`config.mk`:
```
export PLATFORM = sky130hd
export DESIGN_NAME = counting_sort_stream
export DESIGN_NICKNAME = d
export VERILOG_FILES = /design/src/rtl/counting_sort_stream.sv
export SDC_FILE = /design/constraint.sdc
export NUM_CORES = 1
export LEC_CHECK = 0
export CORE_ASPECT_RATIO = 2
export CORE_MARGIN = 3
export CORE_UTILIZATION = 55
export CTS_BUF_LIST = sky130_fd_sc_hd__clkbuf_16
export DETAILED_ROUTE_END_ITERATION = 10
export PLACE_DENSITY = 0.73
export SYNTH_ARGS = -nofsm -noshare
export SYNTH_HDL_FRONTEND = slang
export SYNTH_SLANG_ARGS = --single-unit
```
`constraint.sdc`:
```
create_clock -name clk_i -period 6.32 [get_ports clk_i]
set_clock_uncertainty 0.15 [all_clocks]
set_input_delay 0.948 -clock clk_i [delete_from_list [all_inputs] [get_ports clk_i]]
set_output_delay 0.948 -clock clk_i [all_outputs]
set_load 0.01 [all_outputs]
```
`src/rtl/counting_sort_stream.sv`:
```
// Streaming counting sorter: histograms a batch of keys, then drains it as a sorted stream.
// Define COUNTING_SORT_DESCEND_EN for non-increasing output order (default is ascending).
module counting_sort_stream #(
    parameter int unsigned DATA_WIDTH = 5,
    parameter int unsigned DATA_SIZE  = 4,
    parameter int unsigned MAX        = 32
) (
    input  logic                  clk_i,
    input  logic                  rst_i,
    input  logic                  write_valid_i,
    output logic                  write_ready_o,
    input  logic [DATA_WIDTH-1:0] write_data_i,
    input  logic                  write_last_i,
    input  logic                  read_ready_i,
    output logic                  read_valid_o,
    output logic [DATA_WIDTH-1:0] read_data_o,
    output logic                  read_last_o,
    output logic                  drop_o
);

    localparam int unsigned CntW = $clog2(DATA_SIZE + 1);
    localparam int unsigned BinW = (MAX > 1) ? $clog2(MAX) : 1;

    typedef enum logic {StLoad, StDrain} state_e;

    state_e          state_q, state_d;
    logic [CntW-1:0] count_q [MAX];
    logic [CntW-1:0] count_d [MAX];
    logic [CntW-1:0] n_q, n_d, acc_q, acc_d, cur_cnt;
    logic [BinW-1:0] bin_q, bin_d, bin_step, key_idx;
    logic            drop_q, drop_d;
    logic            in_range, accept, close, read_hs;

`ifdef COUNTING_SORT_DESCEND_EN
    localparam logic [BinW-1:0] ScanStart = BinW'(MAX - 1);
    assign bin_step = bin_q - BinW'(1);
`else
    localparam logic [BinW-1:0] ScanStart = '0;
    assign bin_step = bin_q + BinW'(1);
`endif

    assign in_range = (32'(write_data_i) < MAX);
    assign key_idx  = write_data_i[BinW-1:0];
    assign accept   = (state_q == StLoad) && write_valid_i;
    // Dropped keys still count toward the DATA_SIZE batch limit.
    assign close    = accept && (write_last_i || (acc_q == CntW'(DATA_SIZE - 1)));
    assign read_hs  = read_valid_o && read_ready_i;
    assign drop_o   = drop_q;

    always_comb begin
        cur_cnt = '0;
        for (int unsigned i = 0; i < MAX; i++) begin
            if (bin_q == BinW'(i)) cur_cnt = count_q[i];
        end
    end

    always_ff @(posedge clk_i or posedge rst_i) begin
        if (rst_i) state_q <= StLoad;
        else       state_q <= state_d;
    end

    always_comb begin
        state_d = state_q;
        unique case (state_q)
            StLoad:  if (close && (n_d != '0)) state_d = StDrain;
            StDrain: if (read_hs && (n_q == CntW'(1))) state_d = StLoad;
        endcase
    end

    always_comb begin
        count_d = count_q;
        n_d     = n_q;
        acc_d   = acc_q;
        bin_d   = bin_q;
        drop_d  = 1'b0;
        if (state_q == StLoad) begin
            bin_d = ScanStart;
            if (accept) begin
                acc_d  = close ? '0 : acc_q + CntW'(1);
                drop_d = !in_range;
                if (in_range) begin
                    n_d = n_q + CntW'(1);
                    for (int unsigned i = 0; i < MAX; i++) begin
                        if (key_idx == BinW'(i)) count_d[i] = count_q[i] + CntW'(1);
                    end
                end
            end
        end else begin
            if (read_hs) begin
                n_d = n_q - CntW'(1);
                for (int unsigned i = 0; i < MAX; i++) begin
                    if (bin_q == BinW'(i)) count_d[i] = count_q[i] - CntW'(1);
                end
            end
            if (read_hs && (n_q == CntW'(1))) begin
                bin_d = ScanStart;
            end else if ((cur_cnt == '0) || (read_hs && (cur_cnt == CntW'(1)))) begin
                bin_d = bin_step;
            end
        end
    end

    always_ff @(posedge clk_i or posedge rst_i) begin
        if (rst_i) begin
            count_q <= '{default: '0};
            n_q     <= '0;
            acc_q   <= '0;
            bin_q   <= ScanStart;
            drop_q  <= 1'b0;
        end else begin
            count_q <= count_d;
            n_q     <= n_d;
            acc_q   <= acc_d;
            bin_q   <= bin_d;
            drop_q  <= drop_d;
        end
    end

    always_comb begin
        write_ready_o = (state_q == StLoad);
        read_valid_o  = (state_q == StDrain) && (cur_cnt != '0);
        read_data_o   = (state_q == StDrain) ? DATA_WIDTH'(bin_q) : '0;
        read_last_o   = read_valid_o && (n_q == CntW'(1));
    end

endmodule

```
==> results of run 1 <==
==> cells by family after synthesis <==
logic type / count (synthesis)
multiplexers: 34
XOR/XNOR: 100
buffers and inverters: 132
flip-flops: 108
AO/OA/AOI/OAI: 214
AND/OR/NAND/NOR: 196
adder cells (fa/ha/maj): 43
other: 1
==> flip-flops by register name, summed over array words and instances, names as in the netlist <==
signal,cells
count_q,96
n_q,3
acc_q,3
bin_q,5
state_q,1
==> per-layer routing <==
layer / part of all wire / up-vias / GRT usage / wire [µm]
met4: 0.061 / 0 / 0.177 / 1470
met1: 0.35 / 3203 / 0.351 / 8320
li1: - / 2857 / - / -
met3: 0.055 / 84 / 0.0429 / 1330
met5: 0 / - / 0 / 0
met2: 0.54 / 294 / 0.568 / 12900
==> cells in the mapped netlist, drive strengths merged (3+ instances only) <==
cell,number
dfrtp,108
xnor2,98
inv,77
nand2,57
o21ai,54
nor2,40
o211ai,37
mux2i,34
o22ai,34
fa,32
buf,28
a21oi,27
clkbuf,25
nand3,17
nor2b,14
nand2b,13
ha,11
nor3,8
a221oi,7
nand4,7
and2,6
o32ai,6
a211oi,5
a31oi,5
o221ai,5
or3,5
nand3b,4
nor3b,4
or2,4
a221o,3
a31o,3
a32oi,3
a41oi,3
o31ai,3
or3b,3
==> area by class of cell <==
type                       instances  area, µm²
inverter                          79        299
fill                            1193       5350
timing repair buffer              29        260
tap                              186        233
clock buffer                       9        225
sequential                       108       2700
clock inverter                     7       57.6
multi-input combinational        588       4540
==> cells in the final DEF (no fill, tap or decap), types with 3 or more instances in the layout <==
cell,synthesis,final
o221ai_1,5,5
o32ai_1,5,5
a32oi_1,3,3
nand3_1,17,17
or3b_2,3,3
nand2b_1,13,13
inv_1,77,76
mux2i_1,34,34
a221o_1,3,3
nand3b_1,4,4
dfrtp_1,108,107
nor2b_1,14,13
or2_2,3,3
ha_1,11,11
o31ai_1,3,3
a21oi_1,24,24
nor3_1,7,7
buf_4,5,12
o21ai_1,14,14
or3_1,5,5
a41oi_1,3,3
xnor2_1,98,98
o21ai_2,20,20
nor3b_1,4,4
nand4_1,7,7
clkdlybuf4s50_1,0,17
and2_1,5,5
o22ai_1,34,34
fa_1,32,32
nand2_1,57,57
clkbuf_16,0,9
a211oi_1,5,5
nor2_1,40,40
o21ai_0,20,20
a31o_2,3,3
a221oi_1,7,7
o211ai_1,37,37
a31oi_1,5,5
==> power groups by stage <==
stage	registers, W	clock network (W)	logic [W]
after floorplan	0.00115	0	0.00185
after global placement	0.00129	0	0.00233
after CTS	0.00129	0.000575	0.00244
after global routing	0.00132	0.000601	0.00269
after detailed placement	0.00130	0	0.00241
final	0.00130	0.000563	0.00245
==> metrics by stage <==
| step | total power (W) | setup slack (ps) | hold WS [ps] | std cells |
|---|---|---|---|---|
| global placement | 0.00362 | 1140 | 304 | 990 |
| floorplan | 0.00301 | 1630 | 288 | 828 |
| CTS | 0.00430 | 696 | 330 | 1006 |
| global route | 0.00461 | 389 | 346 | 1006 |
| finish | 0.00431 | 672 | 324 | 1006 |
| detailed placement | 0.00371 | 1090 | 314 | 990 |
==> critical path, cell delays in order (launching register included) <==
cell             delay [ps]
dfrtp_1                 440
inv_1                   120
ha_1                    870
nand2b_1                420
nand4_1                 200
o211ai_1                110
a32oi_1                 210
o21ai_0                 130
and4b_1                 250
nor3_2                  460
and2_4                  250
nor2_1                   50
and2_1                  200
clkdlybuf4s50_1         470
==> worst min-delay path by stage <==
stage               slack (ps)           to
floorplan                  290  count_q[50]
global placement           300     acc_q[1]
detailed placement         310   count_q[2]
CTS                        330  count_q[72]
global route               350   count_q[2]
finish                     320  count_q[72]
==> summary.txt, run 1 <==
Pwr
  – Int Power: 0.00219 W
  – Peak VDD IR: 0.000400 V
  – Switching Share: 0.491
  – Switching pwr: 0.00212 W
  – Comb pwr share: 0.568
  – Clk network pwr share: 0.131
  – Pwr per Cell Area: 518 nW/µm²
  – Lkg Pwr: 3.61 nW
  – Register share of total power: 0.301

Flow run
  – MaxCap Viol Count: 0

Clock tree
  – Clock Latency Late Sink: 360 ps
  – Postcts setup bufs: 0
  – H-tree levels: 3
  – Clock transition at the registers of the reported paths: 80 ps
  – Post_cts resized: 0
  – CTS Buf Count: 9
  – Root Driver: clkbuf_16
  – Clock Path Buffers: 2
  – CTS tree: built
  – Cts hold-fix bufs: 0
  – Num Clock Sinks: 108

Logic synthesis
  – Post-synthesis mux area share: 0.0438
  – Post-synth EDFFs: 0
  – YS warnings: 0
  – Avg Cell Area, Syn: 9.39 µm²
  – Adder-cell area share of the yosys netlist: 0.100
  – Simple-Gate Fraction of Synth Area: 0.131
  – Largest area contributor in the netlist: dfrtp_1
  – Syn_nets: 881
  – Synth area leaders: dfrtp_1 35%, xnor2_1 11%, fa_1 8.2%
  – #FFs+latches synth: 108
  – Async set-reset flop share out of synthesis: 1.00
  – Largest family of logic cells by synthesized area: compound AO/OA/AOI/OAI gates
  – Post-synth top area share: 0.348
  – Sequential cell area fraction in the yosys report: 0.348
  – Library cells used by synthesis: 70
  – Mapped Area: 7770 µm²
  – Ys flop type: dfrtp_1
  – Post-Synth XOR/XNOR Area: 0.113
  – Gate Count Post-Synth: 828
  – Compound-gate portion of the synthesized area: 0.194

Floorplanning
  – Std cell rows: 60
  – Die Span X: 90.1 µm
  – # IOs: 19
  – Core box area: 13700 µm²
  – Die area: 15700 µm²
  – Initial Util: 0.569
  – Die height: 174 µm

Placed design
  – Port bufs: 17
  – Routability cong.: 1.03
  – Placed Area: 8030 µm²
  – HPWL Detailed: 17700 µm

Final layout
  – Core Util, Final: 0.609
  – Share of layout cells above drive strength 1: 0.0817
  – N_diodes: 0
  – Design Area, Final: 8320 µm²
  – Nets: 868
  – Area growth syn-to-layout: 7.02%

STA
  – Worst relative slew slack: 0.292
  – Final hold violation count: 0
  – Fin Setup TNS: 0 ps
  – RSZ-0062 raised after global routing: false
  – Worst-Margin Slew: 1060 ps
  – Crit share post-route: 0.894
  – Fmax: 177 MHz
  – Endpoints failing setup: 0
  – Minimum clock period: 5650 ps
  – Fin. max-slew vios: 0

Setup path
  – Worst EP required: 5220 ps
  – CP Capture Point: read_last_o
  – FF-to-FF Start: bin_q[0]
  – Flop-to-flop setup slack: 1940 ps
  – CP Capture Type: primary output
  – Launch point of the worst path: bin_q[0]
  – FF-to-FF End: count_q[88]
  – CP Class: register to primary output
  – Worst R2R Path Depth: 13
  – Crit path DAT: 4550 ps
  – Critical path startpoint category: register
  – Crit path max fanout: 26

Routing
  – Via count: 6438
  – 1st-iter DRT viols: 816
  – Routed WL: 24000 µm
  – DR vias/cell: 6.40
  – Drt wl/cell: 23.9 µm
  – ANT nets after route: 0
  – DR DRC count: 0
  – Pre-antenna DRT Iters: 6

Global routing
  – Global-route wire length before repair: 38200 µm
  – GRT overflow: 0
  – Total GRT Usage: 0.314
  – Number of global-route vias before repair: 6745
  – Initial antenna violation count: 0
  – Largest net degree at the start of global routing: 62

Worst hold path
  – Worst Hold Class: register to register
  – Hold depth: 1
  – Worst hold start: count_q[72]

Outcome
  – Status: complete, no violations
Power figures use the tool's default switching activity.
==> run 2: changes to the inputs <==
Settings changed: SETUP_SLACK_MARGIN from default to 0.5.
==> run 2 against run 1 <==
  * Non-clock buffer count did not move
  * Highest routed layer unchanged
  * Clock-buffer cell count did not move
  * Critical path depth fell by 1
  * Largest power group unchanged
  * Via count barely moved
  * Die area did not move
  * Sequential cell count did not move
==> summary.txt, run 2 (synthesis results as in run 1) <==
Pwr
  – Power Total: 0.00432 W (was 0.00431 W)
  – Clk network pwr share: 0.131 (about the same)
  – Register share of total power: 0.300 (was 0.301)
  – Switching pwr: 0.00213 W (was 0.00212 W)
  – Int Power: 0.00219 W (about the same)
  – Pwr per Cell Area: 519 nW/µm² (was 518 nW/µm²)
  – Switching Share: 0.493 (was 0.491)
  – Peak VDD IR: 0.000406 V (was 0.000400 V)
  – Lkg Pwr: 3.60 nW (was 3.61 nW)
  – Comb pwr share: 0.569 (was 0.568)

Floorplanning
  – Core box area: 13700 µm² (unchanged)
  – Die area: 15700 µm² (unchanged)
  – Die height: 174 µm (unchanged)
  – # IOs: 19 (unchanged)
  – Initial Util: 0.569 (unchanged)
  – Std cell rows: 60 (unchanged)
  – Die Span X: 90.1 µm (unchanged)

Setup path
  – Launch point of the worst path: bin_q[4] (was bin_q[0])
  – CP Capture Type: primary output (unchanged)
  – Worst R2R Path Depth: 12 (was 13)
  – Critical path startpoint category: register (unchanged)
  – Crit path max fanout: 13 (was 26)
  – Flop-to-flop setup slack: 1910 ps (was 1940 ps)
  – FF-to-FF Start: bin_q[4] (was bin_q[0])
  – Worst EP required: 5220 ps (about the same)
  – FF-to-FF End: count_q[82] (was count_q[88])
  – CP Class: register to primary output (unchanged)
  – CP Capture Point: read_last_o (unchanged)
  – Crit path DAT: 4580 ps (was 4550 ps)

STA
  – Worst relative slew slack: 0.320 (was 0.292)
  – Fin. max-slew vios: 0 (unchanged)
  – Worst-Margin Slew: 1020 ps (was 1060 ps)
  – Endpoints failing setup: 0 (unchanged)
  – Fmax: 176 MHz (was 177 MHz)
  – Crit share post-route: 0.898 (was 0.894)
  – RSZ-0062 raised after global routing: false (unchanged)
  – Minimum clock period: 5670 ps (was 5650 ps)
  – Final hold violation count: 0 (unchanged)
  – Fin Setup TNS: 0 ps (unchanged)

Routing
  – Via count: 6432 (was 6438)
  – Pre-antenna DRT Iters: 5 (was 6)
  – Routed WL: 24000 µm (about the same)
  – DR DRC count: 0 (unchanged)
  – 1st-iter DRT viols: 870 (was 816)
  – DR vias/cell: 6.39 (was 6.40)
  – Drt wl/cell: 23.9 µm (about the same)
  – ANT nets after route: 0 (unchanged)

Clock tree
  – CTS Buf Count: 9 (unchanged)
  – CTS tree: built (unchanged)
  – Clock Path Buffers: 2 (unchanged)
  – Cts hold-fix bufs: 0 (unchanged)
  – Num Clock Sinks: 108 (unchanged)
  – Root Driver: clkbuf_16 (unchanged)
  – Postcts setup bufs: 0 (unchanged)
  – Clock transition at the registers of the reported paths: 80 ps (about the same)
  – H-tree levels: 3 (unchanged)
  – Clock Latency Late Sink: 360 ps (about the same)

Global routing
  – Total GRT Usage: 0.314 (unchanged)
  – Largest net degree at the start of global routing: 62 (unchanged)
  – GRT overflow: 0 (unchanged)
  – Global-route wire length before repair: 38200 µm (unchanged)
  – Initial antenna violation count: 0 (unchanged)
  – Number of global-route vias before repair: 6745 (unchanged)

Worst hold path
  – Worst Hold Class: register to register (unchanged)

Final layout
  – Max reg flops: 96 (unchanged)
  – Core Util, Final: 0.609 (about the same)
  – N_diodes: 0 (unchanged)
  – Sequential cell area: 2700 µm² (unchanged)
  – Area growth syn-to-layout: 7.12% (was 7.02%)
  – Area of the multi-input gates: 4550 µm² (was 4540 µm²)
  – Top flop regs: count_q: 96 flops, bin_q: 5 flops (unchanged)
  – FILL cells: 1190 (was 1193)
  – Nets: 868 (unchanged)
  – Commonest cells after routing, fill and taps aside: 107 x dfrtp_1, 98 x xnor2_1, 76 x inv_1 (unchanged)
  – Design Area, Final: 8320 µm² (about the same)
  – Most common cell after layout, fill and taps aside: dfrtp_1 (unchanged)
  – Share of layout cells above drive strength 1: 0.0854 (was 0.0817)
  – Biggest register: count_q (unchanged)

Placed design
  – Port bufs: 17 (unchanged)
  – HPWL Detailed: 17700 µm (unchanged)
  – Routability cong.: 1.03 (unchanged)
  – Placed Area: 8030 µm² (unchanged)

Outcome
  – Status: complete, no violations (unchanged)

Flow run
  – MaxCap Viol Count: 0 (unchanged)
-- run 2: cell counts in the layout (fill, tap and decap cells not counted) --
No cell type changed its count.
-- run 2: per-layer routing --
metal | vias up | wire, µm | GRT usage
met5 | - | 0 | 0
met4 | 0 | 1370 | 0.177
met3 | 76 | 1310 | 0.0429
met2 | 302 | 13000 | 0.568
met1 | 3197 | 8340 | 0.351
li1 | 2857 | - | -
-- run 2: final cells by class --
cell class              count  share of cell area
multi-input cells         588               0.546
flip-flops and latches    108               0.325
clock inverters             7             0.00691
clock buffers               9              0.0271
inverters                  79              0.0359
repair buffers             29              0.0313
well taps                 186              0.0280
-- run 2: worst min-delay path by stage --
stage	from	endpoint	slack, ps	cells after the start
after floorplan	count_q[50]	count_q[50]	290	1
after global placement	acc_q[1]	acc_q[1]	300	2
after detailed placement	count_q[2]	count_q[2]	310	1
after CTS	count_q[72]	count_q[72]	330	1
after global routing	count_q[2]	count_q[2]	350	1
final	count_q[72]	count_q[72]	320	1
-- run 2: power by group through the flow --
stage | clock network, W | logic (W) | registers [W]
after floorplan | 0 | 0.00185 | 0.00115
after global placement | 0 | 0.00233 | 0.00129
after detailed placement | 0 | 0.00241 | 0.00130
after CTS | 0.000575 | 0.00244 | 0.00129
after global routing | 0.000601 | 0.00269 | 0.00132
final | 0.000566 | 0.00246 | 0.00130
-- run 2: through the flow --
step	setup slack (ps)	hold slack (ps)	cells
after floorplan	1630	288	828
after global placement	1140	304	990
after detailed placement	1090	314	990
after CTS	696	330	1006
after global routing	538	346	1006
final	646	324	1006
-- run 2: timing repair --
| action | 4_1_cts | 5_1_grt |
|---|---|---|
| hold endpoints to repair | 0 | 0 |
| gates resized for setup | 0 | 3 |
| setup endpoints to repair | 0 | 1 |
-- run 2: worst max-delay path: stages (launching register included) --
cell	delay, ps
dfrtp_1	660
clkinv_1	510
ha_1	500
a221oi_1	430
o211ai_1	160
a21oi_1	130
o21ai_0	120
and4b_1	250
nor3_2	490
and2_4	250
nor2_1	50
and2_1	200
clkdlybuf4s50_1	470
==> run 3: changes to the inputs <==
Settings changed: CORE_UTILIZATION 55 to 32, PLACE_DENSITY 0.73 to 0.48.
==> run 3 against run 2 <==
  * Sequential share of layout area fell by 0.84 points
  * Maximum frequency rose by 3.2%
  * Combinational power barely moved
  * Via count fell by 2.6%
  * Register-to-register slack got worse by 210 ps
  * Sequential power barely moved
  * Critical path depth did not move
  * Non-clock buffer count rose by 4
  * Utilization fell by 25 points
  * Critical endpoint unchanged
  * Largest power group unchanged
==> summary.txt, run 3 (synthesis results as in run 1) <==
Global routing
  – GRT overflow: 0 (unchanged)
  – Global-route wire length before repair: 39500 µm (was 38200 µm)
  – Largest net degree at the start of global routing: 66 (was 62)
  – Total GRT Usage: 0.205 (was 0.314)
  – Initial antenna violation count: 0 (unchanged)
  – Number of global-route vias before repair: 6611 (was 6745)

Routing
  – DR vias/cell: 5.64 (was 6.39)
  – DR DRC count: 0 (unchanged)
  – 1st-iter DRT viols: 403 (was 870)
  – Routed WL: 25600 µm (was 24000 µm)
  – ANT nets after route: 0 (unchanged)
  – Drt wl/cell: 23.0 µm (was 23.9 µm)
  – Pre-antenna DRT Iters: 6 (was 5)
  – Via count: 6264 (was 6432)

STA
  – Minimum clock period: 5500 ps (was 5670 ps)
  – Crit share post-route: 0.870 (was 0.898)
  – RSZ-0062 raised after global routing: false (unchanged)
  – Worst-Margin Slew: 925 ps (was 1020 ps)
  – Endpoints failing setup: 0 (unchanged)
  – Fmax: 182 MHz (was 176 MHz)
  – Final hold violation count: 0 (unchanged)
  – Fin Setup TNS: 0 ps (unchanged)
  – Fin. max-slew vios: 0 (unchanged)
  – Worst relative slew slack: 0.383 (was 0.320)

Clock tree
  – Root Driver: clkbuf_16 (unchanged)
  – Num Clock Sinks: 108 (unchanged)
  – Post_cts resized: 0 (unchanged)
  – Clock transition at the registers of the reported paths: 70 ps (was 80 ps)
  – H-tree levels: 3 (unchanged)
  – Cts hold-fix bufs: 0 (unchanged)
  – Clock Path Buffers: 2 (unchanged)
  – CTS tree: built (unchanged)
  – Postcts setup bufs: 0 (unchanged)
  – CTS Buf Count: 9 (unchanged)
  – Clock Latency Late Sink: 390 ps (was 360 ps)

Setup path
  – CP Class: register to primary output (unchanged)
  – CP Capture Type: primary output (unchanged)
  – Crit path DAT: 4400 ps (was 4580 ps)
  – Crit path max fanout: 20 (was 13)
  – Critical path startpoint category: register (unchanged)
  – Worst EP required: 5220 ps (about the same)

Final layout
  – Max reg flops: 96 (unchanged)
  – Commonest cells after routing, fill and taps aside: 107 x dfrtp_1, 98 x xnor2_1, 76 x inv_1 (unchanged)
  – Top flop regs: count_q: 96 flops, bin_q: 5 flops (unchanged)
  – Non-filler cells, final: 1111 (was 1006)
  – Share of layout cells above drive strength 1: 0.0898 (was 0.0854)
  – Area growth syn-to-layout: 9.95% (was 7.12%)
  – Nets: 872 (was 868)
  – Most common cell after layout, fill and taps aside: dfrtp_1 (unchanged)
  – Biggest register: count_q (unchanged)
  – Core Util, Final: 0.357 (was 0.609)
  – N_diodes: 0 (unchanged)

Floorplanning
  – # IOs: 19 (unchanged)
  – Std cell rows: 80 (was 60)
  – Die Span X: 116 µm (was 90.1 µm)
  – Die height: 226 µm (was 174 µm)
  – Die area: 26300 µm² (was 15700 µm²)
  – Initial Util: 0.325 (was 0.569)
  – Core box area: 23900 µm² (was 13700 µm²)

Pwr
  – Comb pwr share: 0.549 (was 0.569)
  – Pwr per Cell Area: 517 nW/µm² (was 519 nW/µm²)
  – Lkg Pwr: 3.65 nW (was 3.60 nW)
  – Switching pwr: 0.00212 W (was 0.00213 W)
  – Register share of total power: 0.297 (was 0.300)
  – Switching Share: 0.480 (was 0.493)
  – Clk network pwr share: 0.154 (was 0.131)
  – Int Power: 0.00230 W (was 0.00219 W)
  – Peak VDD IR: 0.000554 V (was 0.000406 V)

Outcome
  – Status: complete, no violations (unchanged)

Worst hold path
  – Worst Hold Class: register to register (unchanged)

Placed design
  – Placed cell count: 1095 (was 990)
  – HPWL Detailed: 19100 µm (was 17700 µm)
  – Routability cong.: 1.02 (was 1.03)
  – Port bufs: 17 (unchanged)

Flow run
  – MaxCap Viol Count: 0 (unchanged)
[run 3: cell types whose count changed in the layout (fill, tap and decap cells not counted), sizes merged]
| cell | before | now |
|---|---|---|
| clkinv | 4 | 2 |
| bufinv | 0 | 3 |
| clkinvlp | 0 | 2 |
| inv | 82 | 79 |
| buf | 12 | 16 |
[run 3: worst paths after layout]
kind | slack [ps] | cells after the start | endpoint | start
max in group asynchronous | 4340 | 3 | count_q[93] | rst_i
min reg2reg | 330 | 1 | count_q[84] | count_q[84]
max | 820 | 12 | read_last_o | bin_q[2]
min | 330 | 1 | count_q[84] | count_q[84]
min in group asynchronous | 790 | 2 | count_q[9] | rst_i
max reg2reg | 1700 | 13 | count_q[72] | bin_q[0]
[run 3: worst max-delay path, cell delays in order (launching register included)]
cell	delay, ps
dfrtp_1	730
buf_4	350
nor3b_1	350
o21ai_1	160
a22o_1	210
a32oi_1	420
o21ai_0	170
and4b_1	260
nor3_2	420
and2_4	240
nor2_1	50
and2_1	190
clkdlybuf4s50_1	470
[run 3: layer usage]
metal | share of wire | vias to the layer above | GRT usage | routed length (µm)
met1 | 0.35 | 3118 | 0.211 | 9040
li1 | - | 2877 | - | -
met5 | 0 | - | 0 | 0
met4 | 0.065 | 0 | 0.131 | 1680
met3 | 0.034 | 76 | 0.0358 | 870
met2 | 0.55 | 193 | 0.372 | 14000
[run 3: layout make-up]
cell class / count / area, µm²
Clock buffer: 9 / 225
Clock inverter: 7 / 123
Fill cell: 2452 / 15400
Inverter: 79 / 300
Multi-Input combinational cell: 588 / 4540
Sequential cell: 108 / 2700
Tap cell: 287 / 359
Timing Repair Buffer: 33 / 290
[run 3: power by group through the flow]
stage          Combinational (W)  Clock, W  Sequential [W]
2_1_floorplan            0.00185         0         0.00115
6_report                 0.00243  0.000682         0.00131
3_5_place_dp             0.00242         0         0.00132
4_1_cts                  0.00243  0.000700         0.00131
5_1_grt                  0.00269  0.000726         0.00134
3_3_place_gp             0.00239         0         0.00133
[run 3: per-stage QoR]
stage / total power (W) / cell area (µm²) / hold WS (ps) / setup WS, ps
2_1_floorplan: 0.00301 / 7770 / 288 / 1630
3_3_place_gp: 0.00372 / 8190 / 311 / 1240
3_5_place_dp: 0.00374 / 8190 / 313 / 1220
4_1_cts: 0.00444 / 8540 / 328 / 778
5_1_grt: 0.00476 / 8540 / 345 / 607
6_report: 0.00442 / 8540 / 325 / 820
